File: src/rtl/card_pkg.sv
// rtl/card_pkg.sv - shared card deck constants, dealer state type and card decode functions
//
// Purpose:
//   Common definitions for the card dealer, the score display and the game FSM.
//   A card index idx runs 0..51; suit = idx / 13, rank = idx mod 13 + 1.
//
// Contents:
//   DECK_SIZE, RANKS, SUITS  deck geometry constants
//   state_t                  dealer FSM states (IDLE, PROBE, DONE)
//   idx_to_suit              card index -> suit 0..3
//   idx_to_rank              card index -> rank 1..13 (1=Ace, 11=J, 12=Q, 13=K)
//   rank_to_value            rank -> Blackjack score value (Ace=1, J/Q/K=10)

package card_pkg;

  localparam int DECK_SIZE = 52;
  localparam int RANKS     = 13;
  localparam int SUITS     = 4;

  typedef enum logic [1:0] {
    IDLE  = 2'd0,
    PROBE = 2'd1,
    DONE  = 2'd2
  } state_t;

  // Threshold compares instead of a divide: the index only spans 0..51.
  function automatic logic [1:0] idx_to_suit(input logic [5:0] idx);
    logic [1:0] suit;
    if (idx >= 6'(3 * RANKS))      suit = 2'd3;
    else if (idx >= 6'(2 * RANKS)) suit = 2'd2;
    else if (idx >= 6'(RANKS))     suit = 2'd1;
    else                           suit = 2'd0;
    return suit;
  endfunction

  function automatic logic [3:0] idx_to_rank(input logic [5:0] idx);
    logic [5:0] base;
    case (idx_to_suit(idx))
      2'd0:    base = 6'd0;
      2'd1:    base = 6'(RANKS);
      2'd2:    base = 6'(2 * RANKS);
      default: base = 6'(3 * RANKS);
    endcase
    return 4'(idx - base + 6'd1);
  endfunction

  function automatic logic [3:0] rank_to_value(input logic [3:0] rank);
    return (rank > 4'd10) ? 4'd10 : rank;
  endfunction

endpackage

File: src/rtl/card_decode.sv
// rtl/card_decode.sv - combinational card index to rank/value/suit decoder
//
// Purpose:
//   Turns a deck index 0..51 into the displayable card fields. Purely
//   combinational so the score display can reuse it directly.
//
// Ports:
//   i_Idx    in   6  card index 0..51
//   o_Rank   out  4  rank 1..13
//   o_Value  out  4  Blackjack score value 1..10
//   o_Suit   out  2  suit 0..3

module card_decode
  import card_pkg::*;
(
  input  logic [5:0] i_Idx,
  output logic [3:0] o_Rank,
  output logic [3:0] o_Value,
  output logic [1:0] o_Suit
);

  logic [3:0] w_rank;

  assign w_rank  = idx_to_rank(i_Idx);
  assign o_Rank  = w_rank;
  assign o_Value = rank_to_value(w_rank);
  assign o_Suit  = idx_to_suit(i_Idx);

endmodule

File: src/rtl/card_dealer.sv
// rtl/card_dealer.sv - deals unique cards from a 52-card deck seeded by the game counter
//
// Purpose:
//   On a deal request the low six counter bits pick a starting index; the
//   dealer then probes forward (wrapping 51 -> 0) through the used bitmap one
//   slot per clock until it finds a free card, marks it used and presents it
//   with a one-cycle valid pulse. Shuffle clears the deck and aborts a deal.
//
// Optional feature (macro CARD_DEALER_REMAINING_EN):
//   When defined, adds o_Remaining = 52 - cards dealt.
//
// Ports:
//   clk_50M      in   1      system clock
//   i_Reset      in   1      asynchronous active-low reset
//   i_Count      in   WIDTH  free-running counter used as seed (unsigned)
//   i_Deal       in   1      deal request
//   i_Shuffle    in   1      synchronous deck clear / deal abort
//   o_Card       out  4      rank 1..13, 0 before the first deal
//   o_Value      out  4      Blackjack score value
//   o_Suit       out  2      suit 0..3
//   o_Valid      out  1      one-cycle pulse, card outputs are new
//   o_Busy       out  1      deal in progress
//   o_DeckEmpty  out  1      all 52 cards dealt
//   o_Remaining  out  6      cards left (only with CARD_DEALER_REMAINING_EN)

module card_dealer
  import card_pkg::*;
#(
  parameter int WIDTH = 12
) (
  input  logic             clk_50M,
  input  logic             i_Reset,
  input  logic [WIDTH-1:0] i_Count,
  input  logic             i_Deal,
  input  logic             i_Shuffle,
  output logic [3:0]       o_Card,
  output logic [3:0]       o_Value,
  output logic [1:0]       o_Suit,
  output logic             o_Valid,
  output logic             o_Busy,
  output logic             o_DeckEmpty
`ifdef CARD_DEALER_REMAINING_EN
  ,
  output logic [5:0]       o_Remaining
`endif
);

  state_t                 r_state;
  state_t                 w_next;
  logic [DECK_SIZE-1:0]   r_used;
  logic [5:0]             r_idx;
  logic [5:0]             r_count;
  logic                   r_empty;
  logic [3:0]             r_card;
  logic [3:0]             r_value;
  logic [1:0]             r_suit;

  logic                   w_start;
  logic                   w_hit;
  logic                   w_step;
  logic [5:0]             w_seed;
  logic [5:0]             w_seed_idx;
  logic [5:0]             w_step_idx;
  logic [3:0]             w_rank;
  logic [3:0]             w_value;
  logic [1:0]             w_suit;

  // Only the low six counter bits seed the deal; the rest are intentionally ignored.
  generate
    if (WIDTH > 6) begin : g_unused
      logic w_unused_count;
      assign w_unused_count = ^i_Count[WIDTH-1:6];
    end
  endgenerate

  // 52..63 fold onto 0..11 with a subtract rather than a modulo.
  assign w_seed     = i_Count[5:0];
  assign w_seed_idx = (w_seed < 6'(DECK_SIZE)) ? w_seed : w_seed - 6'(DECK_SIZE);
  assign w_step_idx = (r_idx == 6'(DECK_SIZE - 1)) ? 6'd0 : r_idx + 6'd1;

  card_decode u_decode (
    .i_Idx   (r_idx),
    .o_Rank  (w_rank),
    .o_Value (w_value),
    .o_Suit  (w_suit)
  );

  always_ff @(posedge clk_50M or negedge i_Reset) begin
    if (!i_Reset) begin
      r_state <= IDLE;
    end else begin
      r_state <= w_next;
    end
  end

  always_comb begin
    w_next  = r_state;
    w_start = 1'b0;
    w_hit   = 1'b0;
    w_step  = 1'b0;
    case (r_state)
      IDLE: begin
        if (i_Deal && !r_empty) begin
          w_next  = PROBE;
          w_start = 1'b1;
        end
      end
      PROBE: begin
        // Entry to PROBE guarantees a free slot, so this loop always terminates.
        if (!r_used[r_idx]) begin
          w_next = DONE;
          w_hit  = 1'b1;
        end else begin
          w_step = 1'b1;
        end
      end
      DONE: begin
        w_next = IDLE;
      end
      default: begin
        w_next = IDLE;
      end
    endcase
    // Shuffle overrides everything, including a same-cycle deal request.
    if (i_Shuffle) begin
      w_next  = IDLE;
      w_start = 1'b0;
      w_hit   = 1'b0;
      w_step  = 1'b0;
    end
  end

  always_ff @(posedge clk_50M or negedge i_Reset) begin
    if (!i_Reset) begin
      r_used  <= '0;
      r_idx   <= 6'd0;
      r_count <= 6'd0;
      r_empty <= 1'b0;
      r_card  <= 4'd0;
      r_value <= 4'd0;
      r_suit  <= 2'd0;
    end else if (i_Shuffle) begin
      // Card outputs deliberately keep the last dealt card.
      r_used  <= '0;
      r_count <= 6'd0;
      r_empty <= 1'b0;
    end else begin
      if (w_start) begin
        r_idx <= w_seed_idx;
      end
      if (w_step) begin
        r_idx <= w_step_idx;
      end
      if (w_hit) begin
        r_used[r_idx] <= 1'b1;
        r_count       <= r_count + 6'd1;
        r_empty       <= (r_count == 6'(DECK_SIZE - 1));
        r_card        <= w_rank;
        r_value       <= w_value;
        r_suit        <= w_suit;
      end
    end
  end

  assign o_Card      = r_card;
  assign o_Value     = r_value;
  assign o_Suit      = r_suit;
  assign o_Valid     = (r_state == DONE);
  assign o_Busy      = (r_state != IDLE);
  assign o_DeckEmpty = r_empty;

`ifdef CARD_DEALER_REMAINING_EN
  assign o_Remaining = 6'(DECK_SIZE) - r_count;
`endif

endmodule

File: config.mk
export PLATFORM = sky130hd
export DESIGN_NAME = card_dealer
export DESIGN_NICKNAME = d
export VERILOG_FILES = /design/src/rtl/card_pkg.sv /design/src/rtl/card_decode.sv /design/src/rtl/card_dealer.sv
export SDC_FILE = /design/constraint.sdc
export NUM_CORES = 1
export LEC_CHECK = 0
export CORE_MARGIN = 4
export CORE_UTILIZATION = 59
export DETAILED_ROUTE_END_ITERATION = 10
export PLACE_DENSITY_LB_ADDON = 0.05
export SKIP_LAST_GASP = 1
export SYNTH_ARGS = -nofsm -noshare
export SYNTH_HDL_FRONTEND = slang
export SYNTH_HIERARCHICAL = 1
export SYNTH_SLANG_ARGS = --single-unit
File: constraint.sdc
create_clock -name clk_50M -period 4.15 [get_ports clk_50M]
set_clock_uncertainty 0.1 [all_clocks]
set_input_delay 0.6225 -clock clk_50M [delete_from_list [all_inputs] [get_ports clk_50M]]
set_output_delay 0.6225 -clock clk_50M [all_outputs]
set_load 0.03 [all_outputs]
==> results of run 1 <==
layout make-up:
type                       instances  area, um2
timing repair buffer              34        308
sequential                        77       1930
multi-input combinational        247       1980
clock inverter                     7       90.1
inverter                          19       71.3
clock buffer                       9        124
tap                               96        120
fill                             526       2170
registers in the layout, indices dropped and copies added (netlist names):
| name | flops |
|---|---|
| r_used | 52 |
| r_idx | 6 |
| r_count | 6 |
| o_Card | 4 |
| o_Suit | 2 |
| o_DeckEmpty | 1 |
| r_state | 2 |
| o_Value | 4 |
cells in the final DEF, fill, tap and decap left out, types with 3 or more instances in the layout:
cell type / instances
buf_4: 13
or3_1: 3
nor2_1: 17
nor4_1: 3
dfrtp_1: 77
or4_1: 6
nor3_1: 3
o21ai_0: 6
o31ai_1: 3
o41ai_1: 4
ha_1: 7
mux4_2: 8
nand3_1: 11
clkbuf_8: 9
xor2_1: 3
inv_1: 18
a22o_1: 13
nand2_1: 23
o211ai_1: 5
mux2_2: 11
xnor2_1: 4
a21o_1: 3
clkdlybuf4s50_1: 21
a21oi_1: 10
mux2i_1: 13
nor2b_1: 3
nand2b_1: 11
clkinv_2: 3
o2bb2ai_1: 33
logic make-up after synthesis:
kind of cell | Yosys count | share of synthesized area
simple gates | 100 | 0.136
compound gates | 99 | 0.196
flops | 77 | 0.468
buf+inv | 46 | 0.0507
mux | 33 | 0.108
fa+ha+maj | 8 | 0.0261
xor+xnor | 7 | 0.0149
power groups by stage:
stage | Combinational (mW) | Clock, mW | Sequential, mW
after floorplan | 0.570 | 0 | 0.988
after global placement | 0.899 | 0 | 0.919
after detailed placement | 0.908 | 0 | 0.924
after CTS | 0.916 | 0.628 | 0.908
after global routing | 1.01 | 0.659 | 0.920
final | 0.916 | 0.619 | 0.908
layer usage:
layer,up-vias,track usage,wire (um),part of all wire
li1,1424,-,-,-
met1,1543,0.354,4280,0.45
met2,111,0.371,4520,0.47
met3,18,0.0373,564,0.059
met4,0,0.104,201,0.021
met5,-,0,0,0
worst paths after layout:
check                           startpoint         end  slack [ns]  cells after the start
min in group clk_50M            r_used[30]  r_used[30]        0.38                      2
worst max register to register    r_idx[0]  r_used[49]        0.50                      7
worst min register to register  r_used[30]  r_used[30]        0.38                      2
worst max-delay path              r_idx[0]  r_used[49]        0.50                      7
worst min-delay path               i_Reset  r_count[1]        0.31                      1
max in group asynchronous          i_Reset   r_used[0]        3.02                      1
critical path: stages (launching register included):
cell and delay (ns):
dfrtp_1 0.70, clkinv_1 0.51, mux4_2 0.36, a32oi_1 0.13, mux2i_1 0.46, o211ai_4 0.31
or4_1 0.72, o2bb2ai_1 0.25
stage by stage:
step	utilization	std cells	worst slack (ns)	total power [mW]
after global routing	0.681	489	0.358	2.59
final	0.681	489	0.503	2.44
after floorplan	-	370	1.22	1.56
after global placement	0.649	473	0.613	1.82
after CTS	0.681	489	0.522	2.45
after detailed placement	0.649	473	0.522	1.83
==> results.yml, run 1 <==
run_status:
  outcome: "finished, final reports clean"
worst_setup_path:
  critPathCaptureType: "flip-flop"
  worstPathArrival_ns: 3.82
  crit_fanout: 18
  cp-start-kind: "flip-flop"
  required_ns: 4.32
  worstSetupPathType: "flip-flop to flip-flop"
logic_synthesis:
  synth_common_cells: "77 x dfrtp_1, 33 x o2bb2ai_1, 23 x nand2_1"
  syn_area_um2: 4120
  synth_edf_count: 0
  synth.area.top_cells: "dfrtp_1 47%, o2bb2ai_1 7.0%, mux4_2 4.4%"
  ys.flop_type: "dfrtp_1"
  ys_ff_latch: 77
  synth.net_count: 394
  synth_top_area_cell: "dfrtp_1"
  ys_seq_area_frac: 0.468
  syn_inst: 370
  synth_top_area_frac: 0.468
  synthDistinctLibCells: 67
  avgSynthCellArea_um2: 11.1
  yosys_warnings: 6
  synthArstFlopShare: 1.00
  yosysMostFrequentCell: "dfrtp_1"
clocking:
  htreeDepth: 3
  cts_tree: "yes"
  clkTransAtPathRegs_ns: 0.08
  clock-sinks: 77
  cts_resized: 0
  numCtsBuffers: 9
  cts.hold.buffers_added: 0
  worstSkewPairLatency_ns: 0.35
  cts_max_path_buffers: 2
  cts_setup_buffers: 0
  cts-root-buf: "clkbuf_8"
sta:
  maxSlewViolCount: 0
  tightest_slew_ns: 0.962
  hold_slack_ns: 0.306
  rsz0062_at_grt: "no"
  fin_crit_ns: 3.65
  finalSetupTns_ns: 0
  slew_headroom: 0.359
  hold_viol_final: 0
  final-setup-viol-count: 0
  clock.fmax_mhz: 274
  post-route-period-util: 0.879
finish:
  nets: 412
  layout-drive-gt1-share: 0.150
  antenna_cells: 0
  stdcell_area_um2: 4620
  syn2layout_area_growth_pct: 12.2
power:
  p_seq_frac: 0.372
  p_leak_nw: 1.98
  internal-power_mw: 1.55
  irDropWorstVdd_mv: 0.234
  p_clk_frac: 0.254
  p_comb_frac: 0.375
  p_sw_mw: 0.898
  power_density_nw_per_um2: 528
  p_sw_frac: 0.367
grt:
  grt_pass1_vias: 3132
  grt-ovfl-total: 0
  track_usage: 0.246
  grt_max_degree: 78
  antenna_found_initial: 0
  grt_pass1_wl_um: 16000
detailed_routing:
  drtAntennaViolNets: 0
  avgViaCountPerCell: 6.33
  wl_um: 9570
  drc: 0
  drt_pass1_iterations: 5
  drtIter0Drc: 212
  vias: 3096
  wl_per_cell_um: 19.6
placement:
  place_area_um2: 4410
  numPortBuffers: 22
  post-dp-hpwl_um: 6320
  gp_congestion: 0.835
floorplanning:
  start_util: 0.606
  io_pins: 29
  coreArea_um2: 6790
  die_x_um: 91.6
  dieArea_um2: 8380
  fp-row-count: 30
  die_y_um: 91.6
min_path:
  hp-class: "input port to asynchronous set/reset pin"
run:
  maxCapViolations: 0
Power figures use the tool's default switching activity.
==> run 2: changes to the inputs <==
--- a/config.mk
+++ b/config.mk
@@ -5,6 +5,7 @@
 export SDC_FILE = /design/constraint.sdc
 export NUM_CORES = 1
 export LEC_CHECK = 0
+export CAP_MARGIN = 20
 export CORE_MARGIN = 4
 export CORE_UTILIZATION = 59
 export DETAILED_ROUTE_END_ITERATION = 10
==> results of run 2 <==
The final DEF is identical to that of run 1; final timing and power are the same.
==> patch 1, RTL diff (flow settings as in run 1) <==
Make the reset (`i_Reset`) synchronous in 2 clocked blocks. Comments in the files are not updated.
--- a/src/rtl/card_dealer.sv
+++ b/src/rtl/card_dealer.sv
@@ -85,7 +85,7 @@
     .o_Suit  (w_suit)
   );
 
-  always_ff @(posedge clk_50M or negedge i_Reset) begin
+  always_ff @(posedge clk_50M) begin
     if (!i_Reset) begin
       r_state <= IDLE;
     end else begin
@@ -130,7 +130,7 @@
     end
   end
 
-  always_ff @(posedge clk_50M or negedge i_Reset) begin
+  always_ff @(posedge clk_50M) begin
     if (!i_Reset) begin
       r_used  <= '0;
       r_idx   <= 6'd0;
Function: differs if i_Reset is asserted again (counterexample within 4 cycles, from zero or initial values and one cycle with i_Reset low); with i_Reset held inactive, the same outputs for 4 cycles.
==> patch 1 against run 1 <==
Area after synthesis shrank 5.3%. Via count grew 5.1%. Critical path depth grew 1. Sequential cell count is the same. Core utilization shrank 0.26 points. Setup slack gained 0.26 ns. Routed wire length shrank 7.2%. Cell area shrank 6.4%. Critical endpoint is now r_idx[1]$_SDFFE_PN0P_. Non-clock buffer count grew 1. Final cell count grew 9.4%. Critical path type unchanged. Die area shrank 4.9%.
Power is not compared: it rests on default switching activity, and its combinational part moved more than twofold at a synthesized area within 25%.
==> patch 1: results (changes against run 1) <==
- Post_cts resized: 0 (unchanged)
- Root buf cell: clkbuf_8
- # placed instances: 520 (+9.9%)
- Setup crit start: r_idx[2]$_SDFFE_PN0P_
- Outcome: finished clean
- Netlist cell types: 59 (-12%)
- Post-synth top cells: 77 x dfxtp_1, 67 x nor2_1, 52 x a31oi_1
- Average size of a mapped cell: 8.78 sq um (-21%)
- Arrival time worst endpoint: 3.52 ns (-0.30 ns)
- All-Layer GR Usage: 24.3% (-0.23 points)
- TritonRoute pass-1 iters: 5 (unchanged)
- Layout cells sized above 1: 9.83% (-5.2 points)
- Registers with the most flip-flops: r_used: 52 flops, r_count: 6 flops, r_idx: 6 flops
- Post-Place Setup Slack: 0.835 ns (+0.313 ns)
- Final nets: 478 (+16%)
- Main area contributors after synthesis: dfxtp_1 40%, a31oi_1 8.3%, nor2_1 6.4%
- H-tree levels: 3 (unchanged)
- Async set or reset register ratio after synthesis: 0% (-100 points)
- First DRT Iteration DRCs: 265 (+25%)
- Slew Limit Headroom: 16.9% (-19 points)
- Hold_sp: r_used[45]$_SDFFE_PP0P_
- Largest net degree at the start of global routing: 55 (-29%)
- Worst min-delay path category: flop to flop
- Clock Pin Slew Worst Setup and Hold Paths: 0.07 ns
- Clock Latency Late Sink: 0.35 ns (about the same)
- Maximum fanout along the worst path: 26 (+8)
- Final wirelength: 8880 um (-7.2%)
- Top delay family on crit path: compound AO/OA/AOI/OAI gates
- Deepest clock path buffer count: 2 (unchanged)
- Mapped Nets: 468 (+19%)
- Seq/Total Area, Yosys: 39.5% (-7.2 points)
- Total CTS buffers: 9 (unchanged)
- Slowest stage cell, crit path: dfxtp_1
- Vias in the first global route: 3020 (-3.6%)
- Dpl hpwl: 5920 um (-6.3%)
- Max incr delay on CP: 0.73 ns
- Via density: 6.08 (-4.0%)
- Dpl cell area: 4120 sq um (-6.6%)
- RePlAce Congestion: 0.825 (-1.2%)
- Global-route wire length before repair: 14900 um (-7.3%)
- Final std cells w/o fill: 535 (+9.4%)
## patch 1: final cells by class
class | instances | area [sq um]
multi-input combinational | 317 | 2100
fill | 534 | 2060
sequential | 77 | 1540
timing repair buffer | 35 | 330
clock buffer | 10 | 138
tap | 77 | 96.3
clock inverter | 5 | 75.1
inverter | 14 | 52.6
## patch 1: layer usage
metal	vias up	global-route usage (%)	part of all wire, %
met5	-	0	0
met4	0	8.93	1.7
met3	11	4.88	4.8
met2	98	38.4	48
met1	1544	33.0	46
li1	1600	-	-
## patch 1: path summary, 6_finish.rpt
kind / endpoint / slack [ns] / depth (start not counted)
max reg2reg: r_idx[1]$_SDFFE_PN0P_ / 0.77 / 8
min: r_used[45]$_SDFFE_PP0P_ / 0.37 / 2
min reg2reg: r_used[45]$_SDFFE_PP0P_ / 0.37 / 2
max: r_idx[1]$_SDFFE_PN0P_ / 0.77 / 8
## patch 1: cells by family (layout without fill, tap and decap cells)
family	after synthesis	count (layout)	synth area share (%)
mux	30	30	9.46
simple gates	162	162	20.6
compound gates	109	109	19.1
flops	77	77	39.5
buf+inv	50	64	6.77
fa+ha+maj	8	8	2.76
xor+xnor	8	8	1.80
## patch 1: where the power goes
group / internal, mW / total [mW] / switching (mW)
clock network: 0.349 / 0.612 / 0.263
registers: 0.743 / 0.752 / 0.00968
logic: 0.0520 / 0.132 / 0.0799
## patch 1: worst reg2reg max path: stages (launching register included)
cell and delay [ns]:
dfxtp_1 0.73, buf_4 0.40, nor2_1 0.14, a22o_1 0.21
a221oi_1 0.43, o211ai_1 0.19, or3_1 0.49, and2_4 0.25
a311o_1 0.34
==> patch 2, RTL diff (flow settings as in run 1) <==
Made on the original files. Set the package constant `DECK_SIZE` to 78 (it was 52).
--- a/src/rtl/card_pkg.sv
+++ b/src/rtl/card_pkg.sv
@@ -13,7 +13,7 @@
 
 package card_pkg;
 
-  localparam int DECK_SIZE = 52;
+  localparam int DECK_SIZE = 78;
   localparam int RANKS     = 13;
   localparam int SUITS     = 4;
 
Behaviour: not the same (Yosys sat finds a counterexample within 4 cycles, from zero or initial values and one cycle with i_Reset low).
==> patch 2 against run 1 <==
Critical path type unchanged. Die area rose by 19%. Sequential share of layout area fell by 0.93 points. Setup slack better by 0.10 ns. Sequential cell count is 12 higher. Count of clock-buffer cells in the layout rose by 3. Cell area grew 18%. Synthesized cell count up 34%. Core utilization down 1.5 points. Power up 34%. Clock power grew 3%. Area after synthesis is 21% higher. Routed wire length up 26%. Highest routed layer unchanged.
==> patch 2: results (changes against run 1) <==
- Dpl hpwl: 7640 um (+21%)
- Maximum fanout along the worst path: 23 (+5)
- Filler cells: 683 (+30%)
- Slowest stage cell, crit path: dfrtp_1
- Dpl cell area: 5250 sq um (+19%)
- Hold Slack: 0.275 ns (-0.0312 ns)
- Final wirelength: 12100 um (+26%)
- Main area contributors after synthesis: dfrtp_1 45%, a41oi_1 11%, nor2_1 6.3%
- Peak supply drop: 0.268 mV (+14%)
- Registers with the most flip-flops: r_used: 64 flops, r_count: 6 flops, r_idx: 6 flops
- Worst-Margin Slew: 1.06 ns (+0.0959 ns)
- Outcome: finished clean
- Largest net degree at the start of global routing: 76 (-2.6%)
- Post-Place Setup Slack: 0.619 ns (+0.0965 ns)
- All-Layer GR Usage: 25.8% (+1.2 points)
- Reg2Reg Depth: 13 (+6)
- Layout cells sized above 1: 12.6% (-2.4 points)
- Leakage power: 2.27 nW (+15%)
- Global-route wire length before repair: 20400 um (+27%)
- Reg-to-reg endpoint: o_Value[0]$_DFFE_PN0P_
- Max incr delay on CP: 0.69 ns (-0.03 ns)
- Routed via count: 4077 (+32%)
- Netlist cell types: 66 (-1.5%)
- Mapped Nets: 520 (+32%)
- Arrival time worst endpoint: 3.68 ns (-0.14 ns)
- Post-synth top cells: 89 x dfrtp_1, 83 x nor2_1, 64 x a41oi_1
- Vias in the first global route: 3928 (+25%)
- R2R Setup Slk: 0.60 ns (+0.10 ns)
- Final nets: 527 (+28%)
- Seq/Total Area, Yosys: 44.8% (-1.9 points)
- RePlAce Congestion: 0.845 (+1.2%)
- Reg-to-reg startpoint: r_idx[1]$_DFFE_PN0P_
- First DRT Iteration DRCs: 376 (+77%)
[patch 2: power by group]
part	switching (mW)	leakage, nW	internal, mW
clock	0.310	0.105	0.327
sequential	0.139	1.21	0.951
combinational	0.971	0.951	0.566
[patch 2: metrics by stage]
stage                     std cells  utilization, %
after floorplan                 494               -
after global placement          595            63.9
after detailed placement        595            63.9
after CTS                       611            66.5
after global routing            611            66.5
final                           611            66.5
[patch 2: layout make-up]
| cell class | count | area share [%] |
|---|---|---|
| Inverter | 13 | 0.892 |
| Multi-Input combinational cell | 347 | 45.3 |
| Clock inverter | 4 | 0.915 |
| Sequential cell | 89 | 40.7 |
| Tap cell | 105 | 2.40 |
| Timing Repair Buffer | 41 | 6.73 |
| Clock buffer | 12 | 3.02 |
[patch 2: critical path, delay by kind of cell, from the launching register on]
family | cells | cell delay [ns]
AND/OR/NAND/NOR | 1 | 0.10
multiplexers | 1 | 0.30
XOR/XNOR | 3 | 0.65
adder cells (fa/ha/maj) | 3 | 0.67
buffers and inverters | 2 | 0.14
flip-flops | 1 | 0.69
AO/OA/AOI/OAI | 3 | 0.79
[patch 2: worst max-delay path by stage]
stage / slack [ns] / cells after the start / to
floorplan: 1.14 / 13 / o_Value[1]$_DFFE_PN0P_
global placement: 0.66 / 8 / o_Card[0]$_DFFE_PN0P_
detailed placement: 0.62 / 13 / o_Value[1]$_DFFE_PN0P_
CTS: 0.60 / 13 / o_Value[1]$_DFFE_PN0P_
global route: 0.34 / 12 / o_Value[0]$_DFFE_PN0P_
finish: 0.60 / 13 / o_Value[0]$_DFFE_PN0P_
[patch 2: logic make-up (layout without fill, tap and decap cells)]
| family | Yosys count | in the layout | synth area share [%] |
|---|---|---|---|
| AO/OA/AOI/OAI | 132 | 132 | 22.2 |
| multiplexers | 25 | 25 | 5.97 |
| AND/OR/NAND/NOR | 176 | 176 | 18.2 |
| adder cells (fa/ha/maj) | 10 | 10 | 2.67 |
| buffers and inverters | 58 | 70 | 5.46 |
| XOR/XNOR | 4 | 4 | 0.705 |
| flip-flops | 89 | 89 | 44.8 |
[patch 2: layer usage]
layer	wire, um	vias to the layer above	global-route usage, %	share of wire [%]
li1	-	1891	-	-
met1	5480	2012	37.6	45
met2	5630	154	38.3	47
met3	736	20	3.72	6.1
met4	235	0	11.1	1.9
met5	0	-	0	0
